$ cat src/rtl/neuron_stage_sequencer_pkg.sv
// Shared types and default constants for the neuron stage sequencer.
package neuron_stage_sequencer_pkg;

    typedef enum logic [1:0] {
        IDLE  = 2'd0,
        RUN   = 2'd1,
        DRAIN = 2'd2,
        DONE  = 2'd3
    } seqState_t;

    localparam int DEFAULT_NUM_TAPS = 32;
    localparam int DEFAULT_PIPE_LAT = 4;

    // Operand format of the downstream MAC datapath.
    typedef struct packed {
        logic [23:0] mant;
        logic [7:0]  expo;
    } float_24_8;

endpackage

$ cat src/rtl/neuron_stage_sequencer_delay.sv
// Fixed-latency valid line: dout is din delayed by exactly PIPE_LAT cycles.
module neuronValidDelay #(
    parameter int PIPE_LAT = 4
) (
    input  logic clk,
    input  logic reset,
    input  logic din,
    output logic dout
);

    logic [PIPE_LAT:1] vldPipe;

    always_ff @(posedge clk or posedge reset) begin
        if (reset) begin
            vldPipe <= '0;
        end else begin
            vldPipe[1] <= din;
            for (int i = 2; i <= PIPE_LAT; i++)
                vldPipe[i] <= vldPipe[i-1];
        end
    end

    assign dout = vldPipe[PIPE_LAT];

endmodule

$ cat src/rtl/neuron_stage_sequencer.sv
// Sequences tap/data fetches for a batch of neurons and tracks the result latency.
module neuron_stage_sequencer
    import neuron_stage_sequencer_pkg::*;
#(
    parameter int NUM_TAPS = DEFAULT_NUM_TAPS,
    parameter int ADDR_W   = 16,
    parameter int PIPE_LAT = DEFAULT_PIPE_LAT,
    localparam int TAP_W   = $clog2(NUM_TAPS)
) (
    input  logic              clk,
    input  logic              reset,
    input  logic              start,
    input  logic [ADDR_W-1:0] numNeurons,
    input  logic              hold,
    output logic              rdEn,
    output logic [ADDR_W-1:0] rdAddr,
    output logic [TAP_W-1:0]  tapIdx,
    output logic [ADDR_W-1:0] biasAddr,
    output logic              valid,
    output logic              outValid,
    output logic              busy,
    output logic              done
);

    localparam int DC_W = (PIPE_LAT > 1) ? $clog2(PIPE_LAT) : 1;
    localparam logic [DC_W-1:0] DRAIN_LAST = DC_W'(PIPE_LAT - 1);

    seqState_t         state, stateNxt;
    logic              rdEnNxt, validNxt, busyNxt, doneNxt;
    logic [ADDR_W-1:0] rdAddrNxt, biasAddrNxt, lastNeuron, lastNeuronNxt;
    logic [TAP_W-1:0]  tapIdxNxt;
    logic [DC_W-1:0]   drainCnt, drainCntNxt;
    logic              lastTap;

    assign lastTap = (tapIdx == '1);

    always_ff @(posedge clk or posedge reset) begin
        if (reset) begin
            state      <= IDLE;
            rdEn       <= 1'b0;
            rdAddr     <= '0;
            tapIdx     <= '0;
            biasAddr   <= '0;
            valid      <= 1'b0;
            busy       <= 1'b0;
            done       <= 1'b0;
            lastNeuron <= '0;
            drainCnt   <= '0;
        end else begin
            state      <= stateNxt;
            rdEn       <= rdEnNxt;
            rdAddr     <= rdAddrNxt;
            tapIdx     <= tapIdxNxt;
            biasAddr   <= biasAddrNxt;
            valid      <= validNxt;
            busy       <= busyNxt;
            done       <= doneNxt;
            lastNeuron <= lastNeuronNxt;
            drainCnt   <= drainCntNxt;
        end
    end

    always_comb begin
        stateNxt = state;
        case (state)
            IDLE:    if (start) stateNxt = (numNeurons == '0) ? DONE : RUN;
            RUN:     if (rdEn && valid && biasAddr == lastNeuron) stateNxt = DRAIN;
            DRAIN:   if (drainCnt == DRAIN_LAST) stateNxt = DONE;
            DONE:    stateNxt = IDLE;
            default: stateNxt = IDLE;
        endcase
    end

    // Computes the next registered output values; every port comes from a flop.
    always_comb begin
        rdEnNxt       = 1'b0;
        rdAddrNxt     = rdAddr;
        tapIdxNxt     = tapIdx;
        biasAddrNxt   = biasAddr;
        lastNeuronNxt = lastNeuron;
        drainCntNxt   = '0;
        case (state)
            IDLE: begin
                if (start) begin
                    rdAddrNxt     = '0;
                    tapIdxNxt     = '0;
                    biasAddrNxt   = '0;
                    lastNeuronNxt = numNeurons - 1'b1;
                    rdEnNxt       = (numNeurons != '0);
                end
            end
            RUN: begin
                if (rdEn) begin
                    tapIdxNxt = tapIdx + 1'b1;
                    rdAddrNxt = rdAddr + 1'b1;
                    if (lastTap) biasAddrNxt = biasAddr + 1'b1;
                end
                // hold only bites when the next fetch would open a neuron
                if (stateNxt == RUN) rdEnNxt = (tapIdxNxt != '0) || !hold;
            end
            DRAIN: drainCntNxt = drainCnt + 1'b1;
            default: ;
        endcase
        validNxt = rdEnNxt && (tapIdxNxt == '1);
        busyNxt  = (stateNxt == RUN) || (stateNxt == DRAIN);
        doneNxt  = (stateNxt == DONE);
    end

    neuronValidDelay #(
        .PIPE_LAT(PIPE_LAT)
    ) uValidDelay (
        .clk  (clk),
        .reset(reset),
        .din  (valid),
        .dout (outValid)
    );

endmodule

$ cat config.mk
export PLATFORM = sky130hd
export DESIGN_NAME = neuron_stage_sequencer
export DESIGN_NICKNAME = d
export VERILOG_FILES = /design/src/rtl/neuron_stage_sequencer_pkg.sv /design/src/rtl/neuron_stage_sequencer_delay.sv /design/src/rtl/neuron_stage_sequencer.sv
export SDC_FILE = /design/constraint.sdc
export NUM_CORES = 1
export LEC_CHECK = 0
export ABC_AREA = 1
export CAP_MARGIN = 10
export CORE_UTILIZATION = 56
export CTS_BUF_LIST = sky130_fd_sc_hd__clkbuf_2 sky130_fd_sc_hd__clkbuf_4 sky130_fd_sc_hd__clkbuf_8
export CTS_CLUSTER_SIZE = 20
export DETAILED_ROUTE_END_ITERATION = 8
export PLACE_DENSITY = 0.83
export SLEW_MARGIN = 20
export SYNTH_ARGS = -nofsm -noshare
export SYNTH_HDL_FRONTEND = slang
export SYNTH_SLANG_ARGS = --single-unit
$ cat constraint.sdc
create_clock -name clk -period 2.5 [get_ports clk]
set_input_delay 0.375 -clock clk [delete_from_list [all_inputs] [get_ports clk]]
set_output_delay 0.375 -clock clk [all_outputs]
set_load 0.05 [all_outputs]
== Yosys cells after proc, flatten, opt, wreduce, memory -nomap -nowiden ==
Cells that the tools add are included.
Storage, ports and cells
  bits in registers: 65
  bits of input ports: 20
  output and inout port bits: 42
Operators by class
  $add $sub $neg: 5
  equal/unequal tests: 13
  muxes and demuxes: 19
  reduce and logical (&&, ||, !) cells: 14
Operators with widths (count)
  $mux W16: 4
  $pmux W16 S2: 2
  $add A16 B1 Y16 const B: 2
  $eq A16 B16 Y1: 1
  $logic_not A16 Y1: 1
  $reduce_bool A16 Y1: 1
  $sub A16 B1 Y16 const B: 1
  $mux W5: 3
  $eq A2 B2 Y1 const B: 5
  $eq A5 B5 Y1 const B: 2
  $mux W2: 5
  $pmux W5 S2: 1
  $pmux W2 S4: 1
  $ne A2 B2 Y1 const B: 3
  $add A5 B1 Y5 const B: 1
  $reduce_bool A5 Y1: 1
  $eq A2 B1 Y1 const B: 2
  $reduce_and A4 Y1: 1
  $logic_and A1 B1 Y1: 3
  $reduce_and A3 Y1: 1
  $add A2 B1 Y2 const B: 1
  $logic_not A2 Y1: 1
  $logic_or A1 B1 Y1: 2
  $mux W1: 2
  other kinds (4): 4

== Logic depth before layout (Yosys ltp) ==
Gate-level depths: netlist of run 1.
  word-level depth: 8
  mapped depth: 14
  depth with buffers taken out: 14

== Modules after synthesis ==
A second synthesis of run 1 with hierarchy kept.
Second synthesis, totals
  cells, all modules: 560
  area, all modules: 3968.8 µm²
Modules (own cells, without submodules)
  neuron_stage_sequencer: instances 1, cells an instance 555, area an instance 3865.0 µm², seq. area each 1526.5 µm²
  neuronValidDelay: instances 1, cells an instance 5, area an instance 103.8 µm², seq. area each 100.1 µm²

== Worst setup path before layout of run 1 ==
Ideal clock, no wire load.
  path kind: register to register
  from: register biasAddr[8]
  to: register valid
  library setup time: 0.121 ns
  arrival time: 1.835 ns
  required time: 2.379 ns
  slack: 0.544 ns
  cell stages (with the launch flop): 15
  clock period less this slack: 1.956 ns
  cell sequence: dfrtp_1 inv_1 nand2_1 nand2_1 nor2_1 nand2_1 nor2_1 nand3_1 nor2_1 nor2_1 ha_1 inv_1 nor2_1 a21oi_1 nor2_1
On the way
  word-level cells in the longest chain between the ends: 8
Ends and longest elaborated chain
  start: declaration: RTL line neuron_stage_sequencer.sv:18  | output logic [ADDR_W-1:0] biasAddr,
  start signal: assignment: RTL line neuron_stage_sequencer.sv:54  | biasAddr <= biasAddrNxt;
  $eq A16 B16 Y1: RTL line neuron_stage_sequencer.sv:67  | RUN: if (rdEn && valid && biasAddr == lastNeuron) stateNxt = DRAIN;
  $logic_and A1 B1 Y1: RTL line neuron_stage_sequencer.sv:67
  $mux W2: RTL line neuron_stage_sequencer.sv:67
  $pmux W2 S4: RTL line neuron_stage_sequencer.sv:65  | case (state)
  $eq A2 B1 Y1: RTL line neuron_stage_sequencer.sv:99  | if (stateNxt == RUN) rdEnNxt = (tapIdxNxt != '0) || !hold;
  $mux W1: RTL line neuron_stage_sequencer.sv:99
  $pmux W1 S2: RTL line neuron_stage_sequencer.sv:82  | case (state)
  $logic_and A1 B1 Y1: RTL line neuron_stage_sequencer.sv:104  | validNxt = rdEnNxt && (tapIdxNxt == '1);
  net validNxt: RTL line neuron_stage_sequencer.sv:29  | logic rdEnNxt, validNxt, busyNxt, doneNxt;
  end signal: assignment: RTL line neuron_stage_sequencer.sv:55  | valid <= validNxt;
  end: declaration: RTL line neuron_stage_sequencer.sv:19  | output logic valid,
The timed path passes the listed nets, and every way through them passes these cells.
A chain may end at the register's enable or synchronous reset.

== Worst setup path after layout of run 1 ==
  from: register rdEn
  to: output rdEn
RTL lines
  start: declaration: RTL line neuron_stage_sequencer.sv:15  | output logic rdEn,
  start signal: assignment: RTL line neuron_stage_sequencer.sv:51  | rdEn <= rdEnNxt;
No word-level cell between the ends.

==> results of run 1 <==
## final cells by class
cell class,instances,area [um2]
Timing Repair Buffer,70,703
Tap cell,80,100
Clock inverter,5,81.3
Fill cell,564,1900
Sequential cell,65,1630
Multi-Input combinational cell,415,1940
Inverter,73,274
Clock buffer,10,131
## placed cells by master (no fill, tap or decap), types with 2 or more instances in the layout
master	n
o21bai_1	2
buf_4	7
xor2_1	5
buf_12	2
nand3_1	43
nand2_1	162
or2_2	2
nand4_1	24
ha_1	9
clkdlybuf4s50_1	61
nand2_2	2
o21ai_0	33
a21oi_1	14
dfrtp_1	65
inv_1	68
a31oi_1	5
nor2_1	83
inv_2	5
bufinv_16	2
xnor2_1	2
o21ai_1	6
clkbuf_8	9
nor2_2	2
nor3_1	14
## power breakdown
group          leakage, nW  internal [mW]  switching (mW)  total, mW
Combinational         1.40          0.886            1.78       2.66
Sequential           0.803           1.39           0.425       1.81
Clock                0.106          0.567           0.422      0.990
## registers in the layout, indices dropped and copies added, names as in the netlist
register / cells
rdEn: 1
uValidDelay.vldPipe: 4
done: 1
state: 2
biasAddr: 16
lastNeuron: 16
valid: 1
rdAddr: 16
busy: 1
drainCnt: 2
tapIdx: 5
## kinds of logic (layout without fill, tap and decap cells)
kind of cell               Yosys count  in the layout  share of synthesized area
AOI/OAI and AO/OA                   63             63                     0.0860
buffers and inverters               83            158                     0.0851
DFF                                 65             65                      0.417
and+or+nand+nor                    336            336                      0.367
xor gates and xnor gates             7              7                     0.0157
adders and majority gates            9              9                     0.0289
## through the flow
| stage | worst slack [ps] | instance area (um2) | util | power (mW) |
|---|---|---|---|---|
| 2_1_floorplan | 499 | 3900 | - | 3.58 |
| 3_3_place_gp | 346 | 4640 | 0.687 | 4.40 |
| 3_5_place_dp | 284 | 4640 | 0.687 | 4.47 |
| 4_1_cts | 356 | 4860 | 0.719 | 5.46 |
| 5_1_grt | 216 | 4860 | 0.719 | 5.80 |
| 6_report | 362 | 4860 | 0.719 | 5.47 |
## how the worst max path moves through the flow
stage / start / endpoint / slack, ps / cells past startpoint
3_3_place_gp: numNeurons[6] / valid / 350 / 12
3_5_place_dp: numNeurons[0] / valid / 280 / 13
2_1_floorplan: reset / biasAddr[0] / 500 / 1
6_report: rdEn / rdEn / 360 / 1
5_1_grt: rdEn / rdEn / 220 / 12
4_1_cts: rdEn / rdEn / 360 / 1
## metal layers
| metal | global-route usage | vias to the layer above | routed length [um] |
|---|---|---|---|
| met1 | 0.370 | 1887 | 4360 |
| met2 | 0.508 | 168 | 5240 |
| met5 | 0 | - | 0 |
| met4 | 0.117 | 0 | 167 |
| li1 | - | 1948 | - |
| met3 | 0.0486 | 18 | 627 |
==> flow_metrics.env, run 1 <==
export IMPL_status="complete, no violations"
export IMPL_period_share=0.855
export IMPL_worstSetupPathType="flop to output port"
export IMPL_synth_area_um2=3900
export IMPL_max_freq_mhz=468
export IMPL_crit_path_end_kind="output port"
export IMPL_hpwl_um=7570
export IMPL_cellLeakagePower_nw=2.31
export IMPL_netlist_instances=563
export IMPL_cp_max_fo=10
export IMPL_numCtsBuffers=9
export IMPL_yosysMostFrequentCell="nand2_1"
export IMPL_antenna_found_initial=0
export IMPL_die_y_um=85.4
export IMPL_grt_max_degree=37
export IMPL_synth_top_area_share=0.417
export IMPL_tightest_slew_ps=503
export IMPL_max_stage_delay_ps=870
export IMPL_synth_area_top_cells="dfrtp_1 (42%), nand2_1 (16%), nor2_1 (8.0%)"
export IMPL_setup_tns_ps=0
export IMPL_grt_pass1_vias=3695
export IMPL_period_minus_slack_ps=2140
export IMPL_hp_class="primary input to async pin"
export IMPL_yosys_area_top_type="dfrtp_1"
export IMPL_ys_types=30
export IMPL_dr_pass1_iters=5
export IMPL_synth_commonest_cells="nand2_1 (162), nor2_1 (83), inv_1 (69)"
export IMPL_timing_rr_end="rdEn"
export IMPL_rsz0062_at_grt="no"
export IMPL_wirelength_um=10400
export IMPL_num_io_pins=62
export IMPL_drv_slew=0
export IMPL_hold_worst_slack_ps=306
export IMPL_r2r_slack_ps=480
export IMPL_fp_row_count=30
export IMPL_synth_seq_cells=65
export IMPL_rr_startpoint="rdEn"
export IMPL_stdcell_count=718
export IMPL_slowest_stage="clkdlybuf4s50_1"
export IMPL_async_flop_share=1.00
export IMPL_viasPerCell=5.60
export IMPL_ctsResizeCount=0
export IMPL_drive_gt1_frac=0.0611
export IMPL_fin_nets=663
export IMPL_syn_to_final_growth_pct=24.6
export IMPL_cp_start_kind="flop"
export IMPL_worstPathCellList="clkdlybuf4s50_1"
export IMPL_overflow=0
export IMPL_yosys_warnings=0
export IMPL_post_cts_buffers=0
export IMPL_skew_ps=12.4
export IMPL_required_ps=2120
export IMPL_rr_worst_depth=12
export IMPL_synth_nets=592
export IMPL_die_area_um2=7300
export IMPL_grt_use_total=0.295
export IMPL_drc_errors=0
export IMPL_crit_family="buffers and inverters"
export IMPL_drv_cap=0
export IMPL_htreeDepth=3
export IMPL_seq_area_frac_synth=0.417
export IMPL_gp_congestion=0.886
export IMPL_antenna_left=0
export IMPL_wl_per_cell_um=14.5
export IMPL_chipWidth_um=85.4
export IMPL_synth_edf_count=0
export IMPL_clkTransAtPathRegs_ps=80
export IMPL_cts_tree="built"
export IMPL_slew_headroom=0.662
export IMPL_hold_viol=0
export IMPL_power_density_nw_per_um2=1130
export IMPL_vias=4021
export IMPL_ys_flop_type="dfrtp_1"
export IMPL_hold_buffers=0
export IMPL_drt_initial_drc_count=247
export IMPL_crit_buf_inv=1
export IMPL_numPortBuffers=61
export IMPL_diodes=0
export IMPL_synth_area_per_cell_um2=6.92
export IMPL_grt_pass1_wl_um=16900
export IMPL_ir_worst_vdd_v=0.00101
export IMPL_place_inst=703
export IMPL_clock_tree_root_cell="clkbuf_8"
export IMPL_core_area_um2=6760
export IMPL_insertion_delay_ps=350
export IMPL_cp_arrival_ps=1760
export IMPL_clk_path_buf_depth=2
export IMPL_finalSetupViolCount=0
export IMPL_cts_sinks=65
export IMPL_start_util=0.577
Note: power is estimated with default switching activity, not from simulation.
==> inputs of run 2 (changes only) <==
--- a/config.mk
+++ b/config.mk
@@ -7,11 +7,10 @@
 export LEC_CHECK = 0
 export ABC_AREA = 1
 export CAP_MARGIN = 10
-export CORE_UTILIZATION = 56
+export CORE_UTILIZATION = 30
 export CTS_BUF_LIST = sky130_fd_sc_hd__clkbuf_2 sky130_fd_sc_hd__clkbuf_4 sky130_fd_sc_hd__clkbuf_8
 export CTS_CLUSTER_SIZE = 20
 export DETAILED_ROUTE_END_ITERATION = 8
-export PLACE_DENSITY = 0.83
 export SLEW_MARGIN = 20
 export SYNTH_ARGS = -nofsm -noshare
 export SYNTH_HDL_FRONTEND = slang
==> flow_metrics.env, run 2 (synthesis gave the netlist of run 1 again) <==
export IMPL_slowest_stage="clkdlybuf4s50_1"
export IMPL_grt_pass1_wl_um=17600
export IMPL_wl_per_cell_um=13.1
export IMPL_final_cell_mix="nand2_1 (162), nor2_1 (83), inv_1 (68), dfrtp_1 (65), clkdlybuf4s50_1 (61)"
export IMPL_insertion_delay_ps=350
export IMPL_ctsResizeCount=0
export IMPL_dpl_cell_area_um2=4750
export IMPL_syn_to_final_growth_pct=27.1
export IMPL_num_io_pins=62
export IMPL_drc_errors=0
export IMPL_post_cts_buffers=0
export IMPL_cts_sinks=65
export IMPL_skew_ps=10.9
export IMPL_pre_cts_slack_ps=239
export IMPL_crit_family="buffers and inverters"
export IMPL_drt_initial_drc_count=204
export IMPL_clk_path_buf_depth=2
export IMPL_max_freq_mhz=463
export IMPL_worstSetupPathType="flop to output port"
export IMPL_crit_buf_inv=1
export IMPL_tightest_slew_ps=585
export IMPL_clkTransAtPathRegs_ps=80
export IMPL_worstPathCellList="clkdlybuf4s50_1"
export IMPL_max_stage_delay_ps=880
export IMPL_cp_arrival_ps=1780
export IMPL_clock_tree_root_cell="clkbuf_8"
export IMPL_cts_tree="built"
export IMPL_chipWidth_um=116
export IMPL_drive_gt1_frac=0.0611
export IMPL_setup_tns_ps=0
export IMPL_slew_headroom=0.607
export IMPL_status="complete, no violations"
export IMPL_hp_class="flop to flop"
export IMPL_n_fill_cell=1361
export IMPL_core_area_um2=12600
export IMPL_period_share=0.863
export IMPL_ir_worst_vdd_v=0.000481
export IMPL_cp_max_fo=10
export IMPL_numCtsBuffers=9
export IMPL_hpwl_um=8140
export IMPL_rsz0062_at_grt="no"
export IMPL_numPortBuffers=61
export IMPL_antenna_left=0
export IMPL_viasPerCell=4.79
export IMPL_antenna_found_initial=0
export IMPL_top_regs="biasAddr x16, lastNeuron x16, rdAddr x16"
export IMPL_crit_path_end_kind="output port"
export IMPL_required_ps=2120
export IMPL_power_density_nw_per_um2=1090
export IMPL_htreeDepth=3
export IMPL_drv_cap=0
export IMPL_dr_pass1_iters=5
export IMPL_post_route_util=0.393
export IMPL_period_minus_slack_ps=2160
export IMPL_gp_congestion=0.935
export IMPL_vias=3878
export IMPL_cellLeakagePower_nw=2.30
export IMPL_setup_slack_ps=341
export IMPL_power_mw=5.40
export IMPL_grt_max_degree=45
export IMPL_hold_buffers=0
export IMPL_grt_pass1_vias=3713
export IMPL_die_area_um2=13500
export IMPL_drv_slew=0
export IMPL_final_common_cell="nand2_1"
export IMPL_wirelength_um=10600
export IMPL_grt_use_total=0.169
export IMPL_hold_viol=0
export IMPL_finalSetupViolCount=0
export IMPL_overflow=0
export IMPL_die_y_um=116
export IMPL_diodes=0
export IMPL_start_util=0.309
export IMPL_fp_row_count=41
export IMPL_fin_nets=662
export IMPL_final_area_um2=4950
export IMPL_cp_start_kind="flop"
[run 2: changes by cell type in the layout (fill, tap and decap cells not counted)]
cell,change
inv_6,+1
bufinv_16,-1
clkbuf_8,+1
clkbuf_4,-1
clkinv_2,+1
buf_4,-1
[run 2: layer usage]
metal  part of all wire  GRT usage  wire [um]  vias up
met5                  0          0          0        -
met4              0.020     0.0744        216        0
met1               0.49      0.233       5150     1803
met2               0.45      0.263       4770      107
met3              0.045     0.0272        474       15
li1                   -          -          -     1953
[run 2: final timing paths]
path	from	endpoint	slack, ps	cells after the start
min reg2reg	uValidDelay.vldPipe[2]	uValidDelay.vldPipe[3]	350	0
min in group asynchronous	reset	rdAddr[9]	380	2
max reg2reg	biasAddr[5]	rdEn	520	14
max in group asynchronous	reset	biasAddr[15]	1510	3
max	rdEn	rdEn	340	1
min	uValidDelay.vldPipe[2]	uValidDelay.vldPipe[3]	350	0
[run 2: report_power, final]
group	switching (mW)	internal, mW	total, mW
clock	0.429	0.489	0.918
combinational	1.79	0.884	2.67
sequential	0.429	1.39	1.82
total	2.64	2.76	5.40
[run 2: layout make-up]
class,count,area [um2],share of cell area
clock buffers,10,138,0.0278
clock inverters,6,65.1,0.0131
inverters,73,274,0.0553
multi-input cells,415,1940,0.392
flip-flops and latches,65,1630,0.328
well taps,172,215,0.0434
repair buffers,69,696,0.140
[run 2: per-stage QoR]
stage	instances	hold WS, ps
6_report	810	352
2_1_floorplan	563	331
5_1_grt	810	364
4_1_cts	810	353
3_3_place_gp	794	334
3_5_place_dp	794	335
